===== config.mk =====
export PLATFORM = sky130hd
export DESIGN_NAME = ps2_rx_frame
export DESIGN_NICKNAME = d
export VERILOG_FILES = /design/src/rtl/ps2_rx_frame_pkg.sv /design/src/rtl/ps2_clk_filter.sv /design/src/rtl/ps2_rx_frame.sv
export SDC_FILE = /design/constraint.sdc
export NUM_CORES = 1
export LEC_CHECK = 0
export CORE_ASPECT_RATIO = 1.1
export CORE_UTILIZATION = 61
export CTS_BUF_LIST = sky130_fd_sc_hd__clkbuf_2
export DETAILED_ROUTE_END_ITERATION = 10
export GPL_ROUTABILITY_DRIVEN = 0
export HOLD_SLACK_MARGIN = 0.05
export PLACE_DENSITY = 0.93
export SLEW_MARGIN = 20
export SYNTH_ARGS = -nofsm -noshare
export SYNTH_HDL_FRONTEND = slang
export SYNTH_SLANG_ARGS = --single-unit

===== constraint.sdc =====
create_clock -name clk -period 2.9 [get_ports clk]
set_clock_uncertainty 0.05 [all_clocks]
set_input_delay 0.58 -clock clk [delete_from_list [all_inputs] [get_ports clk]]
set_output_delay 0.58 -clock clk [all_outputs]
set_load 0.01 [all_outputs]

===== src/rtl/ps2_rx_frame_pkg.sv =====
// ---------------------------------------------------------------------------
// ps2_rx_frame_pkg
//   Shared definitions for the PS/2 device-to-host frame receiver:
//   FSM state encoding, frame geometry and a parity helper.
// ---------------------------------------------------------------------------
`default_nettype none

package ps2_rx_frame_pkg;

  // Receiver FSM states (explicit 2-bit encoding).
  typedef enum logic [1:0] {
    ST_IDLE = 2'd0,  // waiting for a start bit
    ST_DPS  = 2'd1,  // shifting data, parity and stop bits
    ST_LOAD = 2'd2   // one-cycle frame check
  } state_e;

  localparam int FRAME_BITS   = 11;              // start + 8 data + parity + stop
  localparam int DATA_BITS    = 8;
  localparam int PAYLOAD_BITS = FRAME_BITS - 1;  // bits captured after the start bit

  // Odd parity holds when data plus parity bit carry an odd number of ones.
  function automatic logic odd_parity_ok(input logic [DATA_BITS:0] data_par);
    return ^data_par;
  endfunction

endpackage

`default_nettype wire


===== src/rtl/ps2_clk_filter.sv =====
// ---------------------------------------------------------------------------
// ps2_clk_filter
//   Conditions the raw PS/2 lines: 2-FF synchronisers on ps2c and ps2d, a
//   FILTER_LEN-deep level filter on ps2c, and a one-cycle falling-edge pulse
//   of the filtered clock. The synchronised data line is delayed by one
//   extra stage so it lines up with the filter output.
//
//   Ports:
//     clk        system clock
//     rst        asynchronous active-low reset
//     ps2c       raw PS/2 clock line
//     ps2d       raw PS/2 data line
//     fall_edge  one-cycle pulse on a filtered ps2c 1->0 transition
//     ps2d_s     synchronised ps2d, valid to sample while fall_edge is high
// ---------------------------------------------------------------------------
`default_nettype none

module ps2_clk_filter
  import ps2_rx_frame_pkg::*;
#(
  parameter int FILTER_LEN = 8
) (
  input  logic clk,
  input  logic rst,
  input  logic ps2c,
  input  logic ps2d,
  output logic fall_edge,
  output logic ps2d_s
);

  logic                  c_meta_q, c_sync_q;
  logic                  d_meta_q, d_sync_q, d_dly_q;
  logic [FILTER_LEN-1:0] sr_q, sr_d;
  logic                  filt_c_q, filt_c_d;

  // Everything resets to the idle-bus level (high) so that leaving reset
  // never looks like a falling edge.
  always_ff @(posedge clk or negedge rst) begin
    if (!rst) begin
      c_meta_q <= 1'b1;
      c_sync_q <= 1'b1;
      d_meta_q <= 1'b1;
      d_sync_q <= 1'b1;
      d_dly_q  <= 1'b1;
      sr_q     <= '1;
      filt_c_q <= 1'b1;
    end else begin
      c_meta_q <= ps2c;
      c_sync_q <= c_meta_q;
      d_meta_q <= ps2d;
      d_sync_q <= d_meta_q;
      d_dly_q  <= d_sync_q;
      sr_q     <= sr_d;
      filt_c_q <= filt_c_d;
    end
  end

  always_comb begin
    sr_d = {sr_q[FILTER_LEN-2:0], c_sync_q};
    // Level changes only after FILTER_LEN identical samples; mixed history holds.
    if (&sr_q) begin
      filt_c_d = 1'b1;
    end else if (~|sr_q) begin
      filt_c_d = 1'b0;
    end else begin
      filt_c_d = filt_c_q;
    end
  end

  assign fall_edge = filt_c_q & ~filt_c_d;
  assign ps2d_s    = d_dly_q;

endmodule

`default_nettype wire


===== src/rtl/ps2_rx_frame.sv =====
// ---------------------------------------------------------------------------
// ps2_rx_frame
//   PS/2 keyboard receiver. Deframes 11-bit device-to-host frames (start,
//   8 data LSB first, odd parity, stop) and presents each good byte with a
//   one-cycle tick. Bad parity, bad stop bit and inter-edge timeout are
//   reported as one-cycle error pulses.
//
//   Ports:
//     clk           system clock
//     rst           asynchronous active-low reset
//     rx_en         allows a new start bit to be accepted
//     ps2c, ps2d    raw PS/2 clock and data lines
//     dout          last correctly received byte
//     rx_done_tick  one-cycle pulse, dout is new
//     parity_err    one-cycle pulse, frame had bad parity
//     frame_err     one-cycle pulse, bad stop bit or timeout
//     busy          frame in progress
// ---------------------------------------------------------------------------
`default_nettype none

module ps2_rx_frame
  import ps2_rx_frame_pkg::*;
#(
  parameter int FILTER_LEN  = 8,
  parameter int TIMEOUT_CYC = 20000
) (
  input  logic       clk,
  input  logic       rst,
  input  logic       rx_en,
  input  logic       ps2c,
  input  logic       ps2d,
  output logic [7:0] dout,
  output logic       rx_done_tick,
  output logic       parity_err,
  output logic       frame_err,
  output logic       busy
);

  localparam int TW = (TIMEOUT_CYC > 2) ? $clog2(TIMEOUT_CYC) : 1;
  // The abort fires in the cycle the timer would reach TIMEOUT_CYC-1.
  localparam logic [TW-1:0] TIMER_LAST = TW'(TIMEOUT_CYC - 2);
  localparam logic [3:0]    N_START    = 4'(PAYLOAD_BITS - 1);

  logic fall_edge;
  logic ps2d_s;

  ps2_clk_filter #(
    .FILTER_LEN (FILTER_LEN)
  ) u_filter (
    .clk       (clk),
    .rst       (rst),
    .ps2c      (ps2c),
    .ps2d      (ps2d),
    .fall_edge (fall_edge),
    .ps2d_s    (ps2d_s)
  );

  state_e                  state_q, state_d;
  logic [3:0]              n_q, n_d;
  logic [TW-1:0]           timer_q, timer_d;
  logic [PAYLOAD_BITS-1:0] b_q, b_d;
  logic [DATA_BITS-1:0]    dout_q, dout_d;
  logic                    done_q, done_d;
  logic                    perr_q, perr_d;
  logic                    ferr_q, ferr_d;

  // State register plus registered outputs.
  always_ff @(posedge clk or negedge rst) begin
    if (!rst) begin
      state_q <= ST_IDLE;
      n_q     <= '0;
      timer_q <= '0;
      b_q     <= '0;
      dout_q  <= '0;
      done_q  <= 1'b0;
      perr_q  <= 1'b0;
      ferr_q  <= 1'b0;
    end else begin
      state_q <= state_d;
      n_q     <= n_d;
      timer_q <= timer_d;
      b_q     <= b_d;
      dout_q  <= dout_d;
      done_q  <= done_d;
      perr_q  <= perr_d;
      ferr_q  <= ferr_d;
    end
  end

  // Next-state logic.
  always_comb begin
    state_d = state_q;
    n_d     = n_q;
    timer_d = timer_q;
    b_d     = b_q;
    case (state_q)
      ST_IDLE: begin
        // rx_en only gates the acceptance of a start bit.
        if (fall_edge && rx_en && !ps2d_s) begin
          state_d = ST_DPS;
          n_d     = N_START;
          timer_d = '0;
        end
      end
      ST_DPS: begin
        if (fall_edge) begin
          b_d     = {ps2d_s, b_q[PAYLOAD_BITS-1:1]};
          timer_d = '0;
          if (n_q == 4'd0) begin
            state_d = ST_LOAD;
          end else begin
            n_d = n_q - 4'd1;
          end
        end else if (timer_q == TIMER_LAST) begin
          state_d = ST_IDLE;
        end else begin
          timer_d = timer_q + TW'(1);
        end
      end
      ST_LOAD: state_d = ST_IDLE;
      default: state_d = ST_IDLE;
    endcase
  end

  // Output logic: tick values are registered, so each is visible one cycle
  // after the decision. Only one branch can fire per cycle.
  always_comb begin
    done_d = 1'b0;
    perr_d = 1'b0;
    ferr_d = 1'b0;
    dout_d = dout_q;
    case (state_q)
      ST_DPS: begin
        if (!fall_edge && timer_q == TIMER_LAST) begin
          ferr_d = 1'b1;
        end
      end
      ST_LOAD: begin
        if (!b_q[DATA_BITS+1]) begin
          ferr_d = 1'b1;
        end else if (!odd_parity_ok(b_q[DATA_BITS:0])) begin
          perr_d = 1'b1;
        end else begin
          done_d = 1'b1;
          dout_d = b_q[DATA_BITS-1:0];
        end
      end
      default: ;
    endcase
  end

  assign busy         = (state_q != ST_IDLE);
  assign dout         = dout_q;
  assign rx_done_tick = done_q;
  assign parity_err   = perr_q;
  assign frame_err    = ferr_q;

endmodule

`default_nettype wire

Yosys cells after proc, flatten, opt, wreduce, memory -nomap -nowiden

Cells that the tools add are included.

Register bits after elaboration: 56
Output and inout bits: 12
Word-level logic and storage cells: 69

$add $sub $neg: 2
Equal/unequal tests: 9
Muxes and demuxes: 24
Bitwise logic cells: 2
Reduce and logical (&&, ||, !) cells: 17

Operators by type and width:

| operator                                                               | count |
|---|---|
| 15-bit two-way mux                                                     | 3 |
| 15-bit one-hot mux with 2 select lines                                 | 1 |
| 15-bit by 1-bit adder with 15-bit output (second input constant)       | 1 |
| 15-bit equality test (second input constant)                           | 1 |
| 4-bit two-way mux                                                      | 3 |
| 1-bit two-way mux                                                      | 10 |
| 3-bit != test (second input constant)                                  | 3 |
| 3-bit AND reduction                                                    | 3 |
| 9-bit XOR reduction                                                    | 1 |
| 2-bit two-way mux                                                      | 4 |
| 4-bit one-hot mux with 2 select lines                                  | 1 |
| 8-bit AND reduction                                                    | 1 |
| 8-bit OR reduction                                                     | 1 |
| 2-bit != test (second input constant)                                  | 3 |
| 4-bit zero test                                                        | 1 |
| 2-bit one-hot mux with 2 select lines                                  | 1 |
| 4-bit AND reduction                                                    | 1 |
| 2-bit nonzero test                                                     | 2 |
| 4-bit by 1-bit subtractor with 4-bit output (second input constant)    | 1 |
| 1-bit logical AND                                                      | 3 |
| 2-bit by 1-bit equality test with 1-bit output (second input constant) | 1 |
| 2-bit equality test (second input constant)                            | 1 |
| 1-bit zero test                                                        | 2 |
| 2-bit zero test                                                        | 1 |
| 4 further kinds                                                        | 4 |

Longest topological paths before layout

Gate-level depths: netlist of the first run.

Depth in word-level cells: 9
Gate-level depth with buffers: 9
Depth with buffers taken out: 7

Cells and area by module

Synthesis of the first run repeated with hierarchy kept, for this count alone.

Cells, all modules: 223
Area, all modules: 2652.5 µm²

By module, submodules not included:

| module         | instances | cells an instance | area an instance (µm²) |
|---|---|---|---|
| ps2_rx_frame   | 1         | 202               | 2228.4 |
| ps2_clk_filter | 1         | 21                | 424.2 |

Worst setup path after synthesis of the first run

OpenSTA, ideal clock, no wires.

Kind: register -> register
Start: register u_filter.sr_q[5]
End: register timer_q[6]
Arrival: 1912 ps
Slack: 817 ps
Stages on the path, launching flop included: 7
Cells stage by stage: dfstp_2 -> or4_1 -> o31a_1 -> and3_1 -> clkbuf_2 -> buf_6 -> a22o_1

Word-level cells in the longest chain between the ends: 9

RTL lines:

| what                           | RTL line             | RTL |
|---|---|---|
| from (decl)                    | ps2_clk_filter.sv:33 | `logic [FILTER_LEN-1:0] sr_q, sr_d;` |
| from (signal assigned)         | ps2_clk_filter.sv:53 | `sr_q <= sr_d;` |
| 8-bit OR reduction             | ps2_clk_filter.sv:63 | `end else if (~\|sr_q) begin` |
| 1-bit two-way mux              | ps2_clk_filter.sv:63 |  |
| 1-bit two-way mux *            | ps2_clk_filter.sv:61 | `if (&sr_q) begin` |
| 1-bit inverter *               | ps2_clk_filter.sv:70 | `assign fall_edge = filt_c_q & ~filt_c_d;` |
| 1-bit AND *                    | ps2_clk_filter.sv:70 |  |
| 1-bit logical AND (2 in a row) | ps2_rx_frame.sv:99   | `if (fall_edge && rx_en && !ps2d_s) begin` |
| 2-bit != test (no line)        | -                    |  |
| 3-bit AND reduction (no line)  | -                    |  |
| to (signal assigned)           | ps2_rx_frame.sv:81   | `timer_q <= timer_d;` |
| to (decl)                      | ps2_rx_frame.sv:60   | `logic [TW-1:0] timer_q, timer_d;` |

Every way passes the cells marked *; elsewhere a longest branch is shown, timed or not.
A chain may end at the register's enable or synchronous reset.

Worst setup path after layout of the first run

Start: register state_q[0]
End: output busy

Word-level cells in the longest chain between the ends: 1

RTL lines:

| what                   | RTL line            | RTL |
|---|---|---|
| from (decl)            | ps2_rx_frame.sv:58  | `state_e state_q, state_d;` |
| from (signal assigned) | ps2_rx_frame.sv:79  | `state_q <= state_d;` |
| 2-bit nonzero test     | ps2_rx_frame.sv:152 | `assign busy = (state_q != ST_IDLE);` |
| to (decl)              | ps2_rx_frame.sv:36  | `output logic busy` |

No other way between the ends.

==> results of run 1 <==
[power groups by stage]
stage	logic (µW)	clock network (µW)	registers, µW
2_1_floorplan	19.4	0	825
3_3_place_gp	42.6	0	827
3_5_place_dp	44.0	0	828
4_1_cts	45.1	350	817
5_1_grt	51.0	377	820
6_report	44.2	340	817
[layer usage]
| layer | vias to the layer above | share of wire | track usage |
|---|---|---|---|
| met2 | 47 | 0.49 | 0.384 |
| li1 | 886 | - | - |
| met1 | 942 | 0.44 | 0.312 |
| met4 | 0 | 0.032 | 0.151 |
| met5 | - | 0 | 0 |
| met3 | 16 | 0.040 | 0.0637 |
[final cells by class]
type / count / share of cell area
Clock buffer: 5 / 0.00873
Clock inverter: 3 / 0.0100
Inverter: 13 / 0.0170
Multi-Input combinational cell: 154 / 0.381
Sequential cell: 56 / 0.495
Tap cell: 52 / 0.0227
Timing Repair Buffer: 20 / 0.0654
[cells by family (layout without fill, tap and decap cells)]
group / count (synthesis) / in the layout
adder cells (fa/ha/maj): 6 / 6
multiplexers: 19 / 19
AO/OA/AOI/OAI: 46 / 46
flip-flops: 56 / 56
XOR/XNOR: 7 / 7
buffers and inverters: 19 / 41
AND/OR/NAND/NOR: 76 / 76
[flip-flops by register name, summed over array words and instances (netlist names), 2 cells and up]
| register | cells |
|---|---|
| dout | 8 |
| b_q | 10 |
| n_q | 4 |
| timer_q | 15 |
| state_q | 2 |
| u_filter.sr_q | 8 |
[worst max-delay path, cell delays in order (launching register included)]
cell and delay, ps:
sky130_fd_sc_hd__dfrtp_1 450, sky130_fd_sc_hd__inv_1 80, sky130_fd_sc_hd__ha_1 310, sky130_fd_sc_hd__inv_1 210, sky130_fd_sc_hd__clkdlybuf4s50_1 580
[path summary, 6_finish.rpt]
path | from | end | slack [ps] | cells past startpoint
max in group asynchronous | rst | u_filter.sr_q[1] | 1510 | 3
setup / recovery | state_q[0] | busy | 180 | 4
hold / removal | u_filter.sr_q[5] | u_filter.sr_q[6] | 300 | 0
min in group asynchronous | rst | timer_q[14] | 420 | 2
setup reg to reg | u_filter.sr_q[5] | n_q[2] | 480 | 5
hold reg to reg | u_filter.sr_q[5] | u_filter.sr_q[6] | 300 | 0
[what timing repair did]
item	in CTS	in global routing
hold buffers	1	0
hold endpoints to repair	16	0
endpoints found under the setup margin	0	0
[cell usage after synthesis, types with 6 or more instances]
cell type	n	area, µm²
sky130_fd_sc_hd__a31oi_1	8	50.1
sky130_fd_sc_hd__o21ai_0	10	50.1
sky130_fd_sc_hd__inv_1	13	48.8
sky130_fd_sc_hd__mux2_2	19	214
sky130_fd_sc_hd__nand2_1	15	56.3
sky130_fd_sc_hd__nand4_1	6	37.5
sky130_fd_sc_hd__a21oi_1	10	50.1
sky130_fd_sc_hd__nand3_1	23	115
sky130_fd_sc_hd__dfstp_2	14	368
sky130_fd_sc_hd__nor2_1	6	22.5
sky130_fd_sc_hd__dfrtp_1	42	1050
sky130_fd_sc_hd__ha_1	6	75.1
[metrics by stage]
step	utilization	power, µW	cell area, µm²	hold slack [ps]
detailed placement	0.697	872	2800	298
CTS	0.713	1210	2870	329
global route	0.713	1250	2870	314
global placement	0.697	869	2800	297
finish	0.713	1200	2870	300
floorplan	-	844	2600	234
==> results.yml, run 1 <==
floorplanning:
  dieArea_um2: 4520
  placementRows: 24
  top_level_pins: 17
  die_width_um: 64.2
  core-area_um2: 4020
  die_y_um: 70.4
  initial_core_util: 0.645
drt:
  ant_nets: 0
  route.vias.total: 1891
  first_pass_iters: 4
  wire_per_inst_um: 15.9
  detailed_route_drc_error_count: 0
  first_iter_violations: 123
  route.detailed.vias_per_inst: 6.24
  drt-total-wl_mm: 4.83
yosys:
  syn_inst: 229
  post_synth_adder_cell_area: 0.0289
  yosys.cell_types.count: 46
  synth-seq-area-share: 0.547
  postSynth.topFlopCell: "sky130_fd_sc_hd__dfrtp_1"
  synth_nets: 240
  syn_area_per_cell_um2: 11.3
  synth_async_sr_flop_share: 1.00
  synth-simple-area-share: 0.165
  share_of_the_synthesized_area_in_compound_gates_ao_oa_aoi_oai: 0.116
  synth-edff-count: 0
  synth_top_family_by_area: "simple AND/OR/NAND/NOR gates"
  synth_xor_area_frac: 0.0289
  muxShareOfSynthArea: 0.0824
  number_of_warning_messages_in_the_yosys_log: 0
  syn-cell-area_um2: 2600
  postSynthRegisterBits: 56
timing:
  achievable-frequency_mhz: 368
  fin_tns_setup_ps: 0
  postLayoutSetupSlackWorst_ps: 182
  rsz0062_at_grt: "no"
  timing_hold_violations_final: 0
  post-route-period-util: 0.937
  worst_pin_slew_ps: 714
  max-slew-margin-rel: 0.520
  setup-violations-final: 0
  period_minus_slack_ps: 2720
  slew_viol_final: 0
cells_and_area:
  antenna_cells_inserted: 0
  register_area_um2: 1420
  area_delta_synth_final_pct: 10.5
  fin_nets: 261
  drive_above_1_share: 0.199
  fin_cells: 303
  multi_input_area_um2: 1090
  layout_commonest_cell: "sky130_fd_sc_hd__dfrtp_1"
  nFillCells: 267
  layout.cells.most_common_list: "sky130_fd_sc_hd__dfrtp_1, sky130_fd_sc_hd__nand3_1, sky130_fd_sc_hd__mux2_2"
cts:
  cts.sink_count: 56
  clock_tree.buffer_depth: 2
  tritoncts: "done"
  htree_num_levels: 2
  ctsResizeCount: 0
  clkLatencyLatePin_ps: 490
  cts.clk_slew.worst_paths_ps: 310
  post-cts-setup-buffer-count: 0
  clock-root-buffer: "sky130_fd_sc_hd__clkbuf_2"
  cts-buffers-inserted: 5
worst_setup_path:
  critical_path.endpoint_type: "output port"
  required_ps: 2270
  critical_path.startpoint_type: "flip-flop"
  critical_path_peak_fanout: 7
  timing.setup.critical_path_class: "flip-flop to output port"
  cp_data_arrival_time_ps: 2090
pwr:
  power_switching_uw: 307
  power_switching_share: 0.256
  cellLeakagePower_uw: 0.00127
  power-per-cell-area_nw_per_um2: 419
  vdd_ir_drop_max_uv: 346
  power.combinational.fraction: 0.037
  p_clk_frac: 0.283
  cellInternalPower_uw: 894
  power_frac_seq: 0.680
min_path:
  worstHoldPathType: "flip-flop to flip-flop"
global_routing:
  grt_usage: 0.248
  grt_overflow_total: 0
  wire_length_of_the_first_global_routing_pass_mm: 8.49
  first_global_vias: 1903
  grt_start_max_net_pins: 41
  grt_antenna_before_repair: 0
outcome:
  status: "complete, no violations"
placement:
  place_ws_ps: 492
  dp_cells: 294
  dpl.hpwl_mm: 3.46
  place.port_buffers: 16
job:
  drv.max_cap_violation_count: 0
(Power assumes the default switching activity.)
==> inputs of run 2 (changes only) <==
- CORE_MARGIN: not set -> 10
==> results.yml, run 2 (synthesis gave the netlist of run 1 again) <==
outcome:
  status: "complete, no violations"
drt:
  dr_wl_met3_um: 232
  detailed_route_drc_error_count: 0
  ant_nets: 0
  drt-total-wl_mm: 5.12
  route.detailed.vias_per_inst: 6.05
  first_pass_iters: 4
  routed-wl-met2_mm: 2.65
  first_iter_violations: 116
  drt-met1-wl_mm: 2.14
  maxUsedRoutingLayer: "met4"
  wire_per_inst_um: 16.8
  route.vias.total: 1840
cells_and_area:
  number_of_flip_flops_under_the_largest_register_name: 15
  area_delta_synth_final_pct: 10.6
  drive_above_1_share: 0.202
  fin_nets: 262
  layout_commonest_cell: "sky130_fd_sc_hd__dfrtp_1"
  regMostFlops: "timer_q"
  top_regs: "timer_q: 15 flops, b_q: 10 flops"
  finish.instance_area_um2: 2870
  layout.cells.most_common_list: "sky130_fd_sc_hd__dfrtp_1, sky130_fd_sc_hd__nand3_1, sky130_fd_sc_hd__mux2_2"
  antenna_cells_inserted: 0
  nFillCells: 273
timing:
  worst_pin_slew_ps: 699
  period_minus_slack_ps: 2720
  post-route-period-util: 0.939
  fin_tns_setup_ps: 0
  timing_hold_violations_final: 0
  slew_viol_final: 0
  max-slew-margin-rel: 0.530
  rsz0062_at_grt: "no"
  achievable-frequency_mhz: 367
  setup-violations-final: 0
worst_setup_path:
  timing.setup.critical_path_class: "flip-flop to output port"
  launching_point_of_the_worst_reg2reg_path: "u_filter.sr_q[5]"
  cp_data_arrival_time_ps: 2090
  critical_path_peak_fanout: 7
  required_ps: 2270
  critical_path.startpoint_type: "flip-flop"
  timing.reg2reg.worst_path_depth: 5
  critical_path.endpoint_type: "output port"
  worst-r2r-setup-slack_ps: 350
  reg2reg_to: "n_q[2]"
global_routing:
  wire_length_of_the_first_global_routing_pass_mm: 8.90
  grt_overflow_total: 0
  grt_start_max_net_pins: 24
  first_global_vias: 1937
  grt_antenna_before_repair: 0
  grt_usage: 0.153
min_path:
  worst_hold_startpoint: "u_filter.c_meta_q"
  worst_hold_path.endpoint: "u_filter.c_sync_q"
  hold_path_depth: 0
  worstHoldPathType: "flip-flop to flip-flop"
cts:
  clkLatencyLatePin_ps: 450
  htree_num_levels: 2
  ctsResizeCount: 0
  clock-root-buffer: "sky130_fd_sc_hd__clkbuf_2"
  cts.clk_slew.worst_paths_ps: 260
  tritoncts: "done"
  post-cts-setup-buffer-count: 0
  cts-buffers-inserted: 5
  clock_tree.buffer_depth: 2
  cts_hold_buf: 1
  cts.sink_count: 56
placement:
  dpl_cell_area_um2: 2810
  place.port_buffers: 16
  dpl.hpwl_mm: 3.82
floorplanning:
  die_y_um: 88.4
  dieArea_um2: 7270
  placementRows: 24
  core-area_um2: 4020
  initial_core_util: 0.645
  die_width_um: 82.2
  top_level_pins: 17
pwr:
  cellLeakagePower_uw: 0.00126
  power-per-cell-area_nw_per_um2: 406
  vdd_ir_drop_max_uv: 285
job:
  drv.max_cap_violation_count: 0
run 2: critical path, stage by stage (launching register included):
cell                              delay, ps
sky130_fd_sc_hd__dfrtp_1                470
sky130_fd_sc_hd__inv_1                  100
sky130_fd_sc_hd__ha_1                   370
sky130_fd_sc_hd__inv_1                  190
sky130_fd_sc_hd__clkdlybuf4s50_1        520
run 2: how the worst max path moves through the flow:
stage                      from         end  slack, ps  cells past startpoint
2_1_floorplan  u_filter.sr_q[5]  timer_q[6]        820                      6
3_3_place_gp   u_filter.sr_q[5]      n_q[2]        560                      5
3_5_place_dp   u_filter.sr_q[5]      n_q[2]        390                      5
4_1_cts              state_q[0]        busy        170                      4
5_1_grt              state_q[1]        busy         50                      4
6_report             state_q[0]        busy        180                      4
run 2: routing by layer:
| layer | up-vias | GRT usage |
|---|---|---|
| met1 | 894 | 0.177 |
| met4 | 0 | 0.0619 |
| li1 | 882 | - |
| met5 | - | 0 |
| met2 | 51 | 0.263 |
| met3 | 13 | 0.0385 |
run 2: where the power goes:
| part | switching (µW) | total, µW | internal [µW] |
|---|---|---|---|
| Combinational | 30.8 | 46.2 | 15.4 |
| Sequential | 11.4 | 816 | 805 |
| Clock | 243 | 303 | 60.1 |
run 2: area by class of cell:
class	instances	area [µm²]	area share
well taps	52	65.1	0.0227
inverters	13	48.8	0.0170
clock buffers	5	25.0	0.00872
multi-input cells	154	1090	0.381
repair buffers	21	195	0.0680
flip-flops and latches	56	1420	0.494
clock inverters	3	23.8	0.00828
run 2: per-stage QoR:
step / std cells / utilization / hold slack (ps) / worst slack (ps) / total power [µW]
finish: 304 / 0.713 / 326 / 178 / 1170
global route: 304 / 0.713 / 329 / 48.2 / 1220
CTS: 304 / 0.713 / 329 / 169 / 1180
detailed placement: 295 / 0.699 / 299 / 387 / 874
global placement: 295 / 0.699 / 297 / 564 / 870
floorplan: 229 / - / 234 / 817 / 844
==> inputs of run 3 (changes only) <==
- CORE_UTILIZATION: 61 -> 65
- DONT_BUFFER_PORTS: not set -> 1
- PLACE_DENSITY: 0.93 -> 0.92
==> results.yml, run 3 (synthesis gave the netlist of run 1 again) <==
cts:
  tritoncts: "done"
  clkLatencyLatePin_ps: 450
  clock-root-buffer: "sky130_fd_sc_hd__clkbuf_2"
  cts.clk_slew.worst_paths_ps: 280
  cts.sink_count: 56
  post-cts-setup-buffer-count: 0
  ctsResizeCount: 0
  htree_num_levels: 2
  clock_tree.buffer_depth: 2
  cts_hold_buf: 4
  cts-buffers-inserted: 5
global_routing:
  grt_overflow_total: 0
  wire_length_of_the_first_global_routing_pass_mm: 8.11
  first_global_vias: 1703
  grt_start_max_net_pins: 57
  grt_usage: 0.146
  grt_antenna_before_repair: 0
floorplanning:
  core-area_um2: 3900
  initial_core_util: 0.665
  top_level_pins: 17
  placementRows: 24
  die_y_um: 86.3
  dieArea_um2: 6930
  die_width_um: 80.3
drt:
  route.detailed.vias_per_inst: 6.12
  route.vias.total: 1769
  detailed_route_drc_error_count: 0
  first_pass_iters: 4
  wire_per_inst_um: 16.2
  routed-wl-met2_mm: 2.39
  maxUsedRoutingLayer: "met4"
  ant_nets: 0
  drt-met1-wl_mm: 1.98
  drt-total-wl_mm: 4.67
  dr_wl_met3_um: 239
  first_iter_violations: 114
timing:
  max-slew-margin-rel: 0.555
  slew_viol_final: 0
  worst_pin_slew_ps: 662
  achievable-frequency_mhz: 403
  rsz0062_at_grt: "no"
  timing_hold_violations_final: 0
  period_minus_slack_ps: 2480
  setup-violations-final: 0
  post-route-period-util: 0.856
  fin_tns_setup_ps: 0
  timing.hold.ws_ps: 322
worst_setup_path:
  crit_path_start: "u_filter.sr_q[5]"
  launching_point_of_the_worst_reg2reg_path: "u_filter.sr_q[5]"
  cp_data_arrival_time_ps: 2840
  cells_traversed_along_the_worst_timing_path: "or4_1 > nor3_4 > nand2_1 > mux2_2 > o211ai_1"
  critical_path_peak_fanout: 12
  critical_path.endpoint_type: "flip-flop"
  max_stage_delay_ps: 620
  critical_path.startpoint_type: "flip-flop"
  required_ps: 3260
  crit_path_top_delay_cell: "sky130_fd_sc_hd__or4_1"
  timing.setup.critical_path_class: "flip-flop to flip-flop"
cells_and_area:
  layout.cells.most_common_list: "sky130_fd_sc_hd__dfrtp_1, sky130_fd_sc_hd__nand3_1, sky130_fd_sc_hd__mux2_2"
  layout_commonest_cell: "sky130_fd_sc_hd__dfrtp_1"
  number_of_flip_flops_under_the_largest_register_name: 15
  fin_nets: 247
  drive_above_1_share: 0.207
  nFillCells: 267
  regMostFlops: "timer_q"
  antenna_cells_inserted: 0
  area_delta_synth_final_pct: 5.93
  top_regs: "timer_q: 15 flops, b_q: 10 flops"
pwr:
  cellLeakagePower_uw: 0.00123
  power-per-cell-area_nw_per_um2: 427
  vdd_ir_drop_max_uv: 366
  power.total_uw: 1180
placement:
  place.port_buffers: 0
  dpl.hpwl_mm: 3.28
min_path:
  worst_hold_startpoint: "u_filter.sr_q[4]"
  worstHoldPathType: "flip-flop to flip-flop"
job:
  drv.max_cap_violation_count: 0
outcome:
  status: "complete, no violations"
## run 3: final timing paths
| kind | end | slack, ps | cells after the start |
|---|---|---|---|
| worst max register to register | n_q[2] | 420 | 5 |
| worst min register to register | u_filter.sr_q[5] | 320 | 0 |
| worst min-delay path | u_filter.sr_q[5] | 320 | 0 |
| worst max-delay path | n_q[2] | 420 | 5 |
| min in group asynchronous | timer_q[8] | 540 | 2 |
| max in group asynchronous | u_filter.sr_q[4] | 1960 | 2 |
## run 3: layer usage
layer / global-route usage / up-vias
met5: 0 / -
met4: 0.0481 / 0
met3: 0.0445 / 8
met2: 0.237 / 27
met1: 0.181 / 877
li1: - / 857
## run 3: power by group
part | switching, µW | internal [µW]
Sequential | 10.8 | 805
Combinational | 29.2 | 15.2
Clock | 246 | 68.6
## run 3: critical path, delay by kind of cell, from the launching register on
family          cells  cell delay, ps
simple gates        3            1400
flops               1             450
mux                 1             390
compound gates      1             150
## run 3: per-stage QoR
step	instances	setup WS (ps)	instance area, µm²	utilization
after global routing	289	255	2750	0.704
final	289	418	2750	0.704
after CTS	289	449	2750	0.704
after global placement	277	563	2640	0.677
after detailed placement	277	478	2640	0.677
after floorplan	229	817	2600	-
## run 3: final cells by class
class / count / area [µm²] / area share
clock buffer: 5 / 25.0 / 0.00910
sequential: 56 / 1420 / 0.516
timing repair buffer: 6 / 72.6 / 0.0264
tap: 52 / 65.1 / 0.0237
inverter: 13 / 48.8 / 0.0177
multi-input combinational: 154 / 1090 / 0.398
clock inverter: 3 / 26.3 / 0.00955
